**src/rtl/demux_pkg.sv**
```systemverilog
// demux_pkg: shared constants and types for demux_1to2_stream.
//   DEFAULT_WIDTH      default data width
//   DEFAULT_CNT_WIDTH  default transfer-counter width
//   SEL_A / SEL_B      in_sel encodings
//   slot_state_t       per-output holding register state
package demux_pkg;

    localparam int DEFAULT_WIDTH     = 8;
    localparam int DEFAULT_CNT_WIDTH = 16;

    localparam logic SEL_A = 1'b0;
    localparam logic SEL_B = 1'b1;

    typedef enum logic {
        SLOT_EMPTY = 1'b0,
        SLOT_FULL  = 1'b1
    } slot_state_t;

endpackage

```
**src/rtl/demux_out_slot.sv**
```systemverilog
// demux_out_slot: single-entry output holding register with valid/ready.
// Optional drain counter when DEMUX_XFER_CNT_EN is defined.
// Ports:
//   clk, rst_n   clock, async active-low reset
//   load         capture load_data this edge (caller guarantees slot_ready)
//   load_data    beat to capture
//   slot_ready   slot can take a beat this cycle (~valid | ready)
//   data, valid  output beat and its valid flag
//   ready        downstream consumer accepts
//   cnt          completed drains (DEMUX_XFER_CNT_EN only)
module demux_out_slot
    import demux_pkg::*;
#(
    parameter int width     = DEFAULT_WIDTH
`ifdef DEMUX_XFER_CNT_EN
   ,parameter int cnt_width = DEFAULT_CNT_WIDTH
`endif
) (
    input  logic                 clk,
    input  logic                 rst_n,
    input  logic                 load,
    input  logic [width-1:0]     load_data,
    output logic                 slot_ready,
    output logic [width-1:0]     data,
    output logic                 valid,
    input  logic                 ready
`ifdef DEMUX_XFER_CNT_EN
   ,output logic [cnt_width-1:0] cnt
`endif
);

    slot_state_t state, state_nxt;
    logic        drain;

    assign valid      = (state == SLOT_FULL);
    assign drain      = valid & ready;
    assign slot_ready = ~valid | ready;

    always_ff @(posedge clk or negedge rst_n) begin
        if (!rst_n) state <= SLOT_EMPTY;
        else        state <= state_nxt;
    end

    // Load wins over drain: a simultaneous drain+load stays FULL with the new beat.
    always_comb begin
        state_nxt = state;
        if (load)       state_nxt = SLOT_FULL;
        else if (drain) state_nxt = SLOT_EMPTY;
    end

    // Data is only written on load; after a drain the old value stays visible.
    always_ff @(posedge clk or negedge rst_n) begin
        if (!rst_n)    data <= '0;
        else if (load) data <= load_data;
    end

`ifdef DEMUX_XFER_CNT_EN
    // Free-running wrap at 2^cnt_width.
    always_ff @(posedge clk or negedge rst_n) begin
        if (!rst_n)     cnt <= '0;
        else if (drain) cnt <= cnt + 1'b1;
    end
`endif

endmodule

```
**src/rtl/demux_1to2_stream.sv**
```systemverilog
// demux_1to2_stream: registered 1-to-2 valid/ready stream demultiplexer.
// One cycle latency, full throughput per output, independent backpressure.
// Optional macro: DEMUX_XFER_CNT_EN adds cnt_a/cnt_b drain counters.
// Ports:
//   clk, rst_n            clock, async active-low reset
//   in_valid/in_ready     input handshake (in_ready independent of in_valid)
//   in_data, in_sel       input beat and route (0 -> a, 1 -> b)
//   a, a_valid, a_ready   output a stream
//   b, b_valid, b_ready   output b stream
//   cnt_a, cnt_b          completed transfers per output (DEMUX_XFER_CNT_EN only)
module demux_1to2_stream
    import demux_pkg::*;
#(
    parameter int width     = DEFAULT_WIDTH,
    parameter int cnt_width = DEFAULT_CNT_WIDTH
) (
    input  logic                 clk,
    input  logic                 rst_n,
    input  logic                 in_valid,
    output logic                 in_ready,
    input  logic [width-1:0]     in_data,
    input  logic                 in_sel,
    output logic [width-1:0]     a,
    output logic                 a_valid,
    input  logic                 a_ready,
    output logic [width-1:0]     b,
    output logic                 b_valid,
    input  logic                 b_ready
`ifdef DEMUX_XFER_CNT_EN
   ,output logic [cnt_width-1:0] cnt_a
   ,output logic [cnt_width-1:0] cnt_b
`endif
);

    localparam int NUM_OUT = 2;

    logic [NUM_OUT-1:0]            load;
    logic [NUM_OUT-1:0]            slot_rdy;
    logic [NUM_OUT-1:0]            vld;
    logic [NUM_OUT-1:0]            rdy;
    logic [NUM_OUT-1:0][width-1:0] dout;
`ifdef DEMUX_XFER_CNT_EN
    logic [NUM_OUT-1:0][cnt_width-1:0] cnt;
`else
    // Without the counter build cnt_width has no hardware; the empty block
    // only keeps the parameter referenced for lint.
    if (cnt_width < 1) begin : g_cnt_width_unused
    end
`endif

    assign rdy = {b_ready, a_ready};

    // Only the selected slot's readiness gates the input; the other
    // output's backpressure never blocks this beat.
    assign in_ready = (in_sel == SEL_B) ? slot_rdy[1] : slot_rdy[0];

    assign load[0] = in_valid & in_ready & (in_sel == SEL_A);
    assign load[1] = in_valid & in_ready & (in_sel == SEL_B);

    for (genvar g = 0; g < NUM_OUT; g++) begin : g_slot
        demux_out_slot #(
            .width     (width)
`ifdef DEMUX_XFER_CNT_EN
           ,.cnt_width (cnt_width)
`endif
        ) u_slot (
            .clk        (clk),
            .rst_n      (rst_n),
            .load       (load[g]),
            .load_data  (in_data),
            .slot_ready (slot_rdy[g]),
            .data       (dout[g]),
            .valid      (vld[g]),
            .ready      (rdy[g])
`ifdef DEMUX_XFER_CNT_EN
           ,.cnt        (cnt[g])
`endif
        );
    end

    assign a       = dout[0];
    assign a_valid = vld[0];
    assign b       = dout[1];
    assign b_valid = vld[1];

`ifdef DEMUX_XFER_CNT_EN
    assign cnt_a = cnt[0];
    assign cnt_b = cnt[1];
`endif

endmodule

```
**config.mk**
```make
export PLATFORM = sky130hd
export DESIGN_NAME = demux_1to2_stream
export DESIGN_NICKNAME = d
export VERILOG_FILES = /design/src/rtl/demux_pkg.sv /design/src/rtl/demux_out_slot.sv /design/src/rtl/demux_1to2_stream.sv
export SDC_FILE = /design/constraint.sdc
export NUM_CORES = 1
export LEC_CHECK = 0
export ABC_AREA = 1
export BUFFER_PORTS_ARGS = -buffer_cell sky130_fd_sc_hd__buf_2
export CORE_UTILIZATION = 47
export CTS_BUF_LIST = sky130_fd_sc_hd__clkbuf_16
export CTS_CLUSTER_SIZE = 16
export DETAILED_ROUTE_END_ITERATION = 8
export PLACE_DENSITY = 0.92
export SETUP_SLACK_MARGIN = 0.4
export SLEW_MARGIN = 40
export SYNTH_ARGS = -nofsm -noshare
export SYNTH_HDL_FRONTEND = slang
export SYNTH_HIERARCHICAL = 1
export SYNTH_SLANG_ARGS = --single-unit
```
**constraint.sdc**
```tcl
create_clock -name clk -period 2.2 [get_ports clk]
set_input_delay 0.44 -clock clk [delete_from_list [all_inputs] [get_ports clk]]
set_output_delay 0.44 -clock clk [all_outputs]
set_load 0.02 [all_outputs]
```
======== Word level (Yosys, flattened, before mapping) ========
Index checks and enable logic that the tools add are counted.
cells by class
  muxes and demuxes ....................... 5
  add/subtract/negate cells ............... 0
  divide/modulo/power cells ............... 0
  $lt $le $gt $ge ......................... 0
  reductions and logical operators ........ 2
  shift-type cells ........................ 0
  multipliers ............................. 0
  equal/unequal tests ..................... 0
  bitwise operators ....................... 10
operator list
  cell                count
  1-bit AND           5
  1-bit 2-to-1 mux    5
  2-bit nonzero test  2
  1-bit NOT           3
  1-bit OR            2
storage, ports and cells
  memories kept ........................... 0
  latch bits .............................. 0
  bits in writable memories ............... 0
  bits of input ports ..................... 14
  bits in registers ....................... 18
  memory bits (read-only) ................. 0

======== Depth between registers and ports, before layout ========
  depth after elaboration ................. 6
  gate-level depth with buffers ........... 8

======== Hierarchy ========
The synthesis kept the hierarchy.
by module, submodules not included
  module             area each (sq um)  instances  cells an instance  sequential area each (sq um)
  demux_out_slot     341.6              2          38                 225.2
  demux_1to2_stream  31.3               1          7                  0.0

======== Worst setup path after synthesis ========
Ideal clock, no wire load.
  path kind ............................... reg2out
  start ................................... register g_slot[0].u_slot.state
  end ..................................... output in_ready
  data required time ...................... 1,760 ps
  stages on the path, launching flop included .. 4
  slack ................................... 990 ps
  arrival time ............................ 770 ps
  path buffers ............................ 0
  cell sequence ........................... dfrtp_1 -> nand2_1 -> nand2_2 -> nand2_1
on the way
  longest elaborated chain between the ends .. 3
RTL lines
  what                    RTL line                 text
  start, declared         demux_out_slot.sv:32     slot_state_t state, state_nxt;
  start signal, assigned  demux_out_slot.sv:41     else state <= state_nxt;
  1-bit NOT               demux_out_slot.sv:37     assign slot_ready = ~valid | ready;
  1-bit OR                demux_out_slot.sv:37
  named net slot_rdy[0]   demux_1to2_stream.sv:38  logic [NUM_OUT-1:0] slot_rdy;
  1-bit 2-to-1 mux        demux_1to2_stream.sv:55  assign in_ready = (in_sel == SEL_B) ? slot_rdy[1] : slot_rdy[0];
  end, declared           demux_1to2_stream.sv:20  output logic in_ready,
The timed path passes the listed nets, and every way through them passes these cells.

======== Final worst setup path ========
Same ends and word-level chain as after synthesis.

==> results by group <==
Outcome
  – Status: complete, no violations

Clock network
  – Post-CTS Repair Setup Buffers: 0
  – Clock tree from TritonCTS: yes
  – Clock sink count: 18
  – Number of resized instances in the post-cts repair step: 0
  – Post-cts hold buffer count: 0
  – Clock latency reported for the late side of the worst-skew pair: ~0.24 ns
  – CTS clock-pin slew for the worst setup and hold paths: 0.05 ns
  – Deepest level of the CTS H-tree: 1
  – Clock root buffer: sky130_fd_sc_hd__clkbuf_16
  – Total CTS buffers: 3
  – Maximum number of buffers from clock root to sink: 2

Power and ir drop
  – Leakage power figure: 0.5838 nW
  – Pwr dens: just over 1000 nW/um^2
  – Worst ir drop on vdd: about 640 uV

Layout
  – Final std cells w/o fill: between 100 and 150
  – Area of the multi-input gates: between 200 and 250 um^2
  – Sequential cell area: 450.4 um^2
  – Share of layout cells above drive strength 1: around 34%
  – Share of the core filled with cells in the final layout: between 70% and 80%
  – Post-layout nets: about 130
  – Diodes inserted: 0
  – Fill count: approximately 110
  – Area Overhead vs Synth: 32.40%

Floorplan
  – Number of I/O pins: 33
  – Core region area: 1350 um^2
  – Row count: 13
  – Die area: ~1700 um^2
  – Die width: about 41 um
  – Height of the chip: 40.99 um
  – Initial core utilization: 52.92%

Synth
  – Number of warnings issued by yosys: 6
  – Synth Area per Inst: 8.608 um^2
  – Compound-Gate Fraction of Synth Area: 0%
  – XOR/XNOR share of the synthesized area: 0%
  – Area share of fa/ha/maj cells after synthesis: 0%
  – Synthesized cell area: a little over 700 um^2
  – Simple logic cell fraction of the synthesized area: a little under a third
  – Multiplexer share of the synthesized area: 0%
  – Count of unique library cells instantiated by Yosys: 8
  – Number of nets produced by synthesis: 97
  – Sequential area share after synthesis: a little over three fifths
  – Dominant combinational cell family by area after synthesis: simple AND/OR/NAND/NOR gates
  – Flip-flop and latch count after synthesis: 18
  – Number of cells produced by synthesis: between 80 and 90

Critical path
  – WP data arrival: between 0.9 and 1 ns
  – Ordered list of cells on the worst path: nand2_1, nand2_2, nand2_1, buf_2
  – Most common cell on crit path: sky130_fd_sc_hd__nand2_1
  – Stage delay of the slowest cell on the critical path: roughly 0.37 ns
  – Crit-path max FO: 2
  – Kind of launch point of the worst setup path: register
  – Critical path start-end classification: register to output pin
  – Highest-delay cell along the critical path: sky130_fd_sc_hd__dfrtp_1
  – CP endpoint kind: output pin
  – Required time at the worst-slack endpoint: around 1.8 ns

Drt
  – Mean number of vias per cell: between 4 and 5
  – Overall routed net length: roughly 1.4 mm
  – Via count: between 600 and 700
  – Remaining number of nets flagged by the antenna check after routing: 0
  – Initial drt markers: 5
  – Detailed-route DRC error count: 0
  – Number of detailed-routing iterations run before antenna repair: 4
  – Per-cell routed wire length: about 11 um

STA
  – Max Clock Freq: between 700 and 800 MHz
  – Skew final: between 0.001 and 0.0015 ns
  – Slew @ Worst Pin: roughly 0.55 ns
  – Number of hold violations in the final report: 0
  – Max Slew Vio Count: 0
  – Relative slew slack: a little over three fifths
  – RSZ-0062 raised after global routing: no
  – Total negative slack: 0 ns
  – Final number of setup-violating endpoints: 0
  – Crit path time final: approximately 1.4 ns
  – Fraction of the cycle the final worst path needs: between 60 and 70%

Global routing
  – Global-route wire length before repair: between 2 and 2.5 mm
  – Overall overflow remaining after global route: 0
  – Via count of the first global-routing pass: a little over 500
  – GRT Overall Usage: around a fifth
  – Largest net degree at the start of global routing: 19
  – Initial antenna violation count: 0

Placement
  – Buffers on Ports: 32
  – Half-perimeter wire length of the detailed placement result: 1.065 mm
  – Placed Cells: 128
  – Final weighted congestion of routability-driven global placement: between 0.7 and 0.8

Worst hold path
  – Type of the most critical hold path: input pin to async pin

Job
  – Number of violations of the max-capacitance limit: 0
cells in the mapped netlist (all sizes together):
library cell,instances,area share (%)
inv,6,3.2
buf,2,3.2
nand2,55,29
dfrtp,18,63
nor2,2,1.4
cells by family after synthesis:
logic type,Yosys count
flip-flops,18
buffers and inverters,8
AND/OR/NAND/NOR,57
state kept, by name, indices dropped and copies added (netlist names):
| signal | flops |
|---|---|
| g_slot.u_slot/valid | 2 |
| g_slot.u_slot/data | 16 |
per-stage QoR:
stage          setup WS (ns)  total power [mW]  instance area [um^2]  hold WS (ns)
2_1_floorplan         0.9897            0.5367                 714.4        0.1444
3_3_place_gp          0.7440            0.6122                 870.8        0.3790
3_5_place_dp          0.6573            0.6167                 870.8        0.3869
5_1_grt               0.6453             1.001                 945.9        0.1436
4_1_cts               0.7759            0.9675                 945.9        0.1263
6_report              0.7901            0.9552                 945.9        0.1139
final timing paths:
kind                                          startpoint  cells after the start                  endpoint  slack (ns)
worst max-delay path              g_slot[0].u_slot/valid                      4                  in_ready        0.79
worst min-delay path                               rst_n                      1    g_slot[1].u_slot/valid        0.11
worst max register to register    g_slot[1].u_slot/valid                      6  g_slot[1].u_slot/data[6]        0.82
worst min register to register  g_slot[0].u_slot/data[5]                      2  g_slot[0].u_slot/data[5]        0.46
max in group asynchronous                          rst_n                      1  g_slot[1].u_slot/data[4]        1.81
min in group clk                              in_data[7]                      3  g_slot[0].u_slot/data[7]        0.42
per-layer routing:
| layer | track usage (%) | share of wire [%] | routed length, um | vias to the layer above |
|---|---|---|---|---|
| met3 | 4.891 | 7.2 | 102 | 2 |
| met2 | 31.64 | 47 | 667 | 27 |
| met1 | 22.65 | 45 | 631 | 275 |
| li1 | - | - | - | 312 |
| met5 | 0 | 0 | 0 | - |
| met4 | 10.00 | 0.50 | 7 | 0 |
final cells by class:
cell class	instances	area share [%]
Clock buffer	3	7.937
Inverter	6	2.381
Multi-Input combinational cell	57	23.15
Sequential cell	18	47.62
Tap cell	15	1.984
Timing Repair Buffer	32	16.93
layout by cell type (no fill, tap or decap), drive strengths merged:
| cell | count |
|---|---|
| clkbuf | 3 |
| nand2 | 55 |
| buf | 32 |
| nor2 | 2 |
| dfrtp | 18 |
| inv | 6 |
report_power, final:
part	internal [mW]	switching (mW)	total (mW)
combinational	0.0665	0.136	0.203
clock	0.238	0.107	0.345
sequential	0.382	0.0247	0.407
total	0.687	0.268	0.955
worst max-delay path, delay by kind of cell, from the launching register on:
kind	cells	cell delay [ns]
buf+inv	1	0.15
simple gates	3	0.22
flops	1	0.37
No activity file was read; power rests on OpenSTA's default activity.
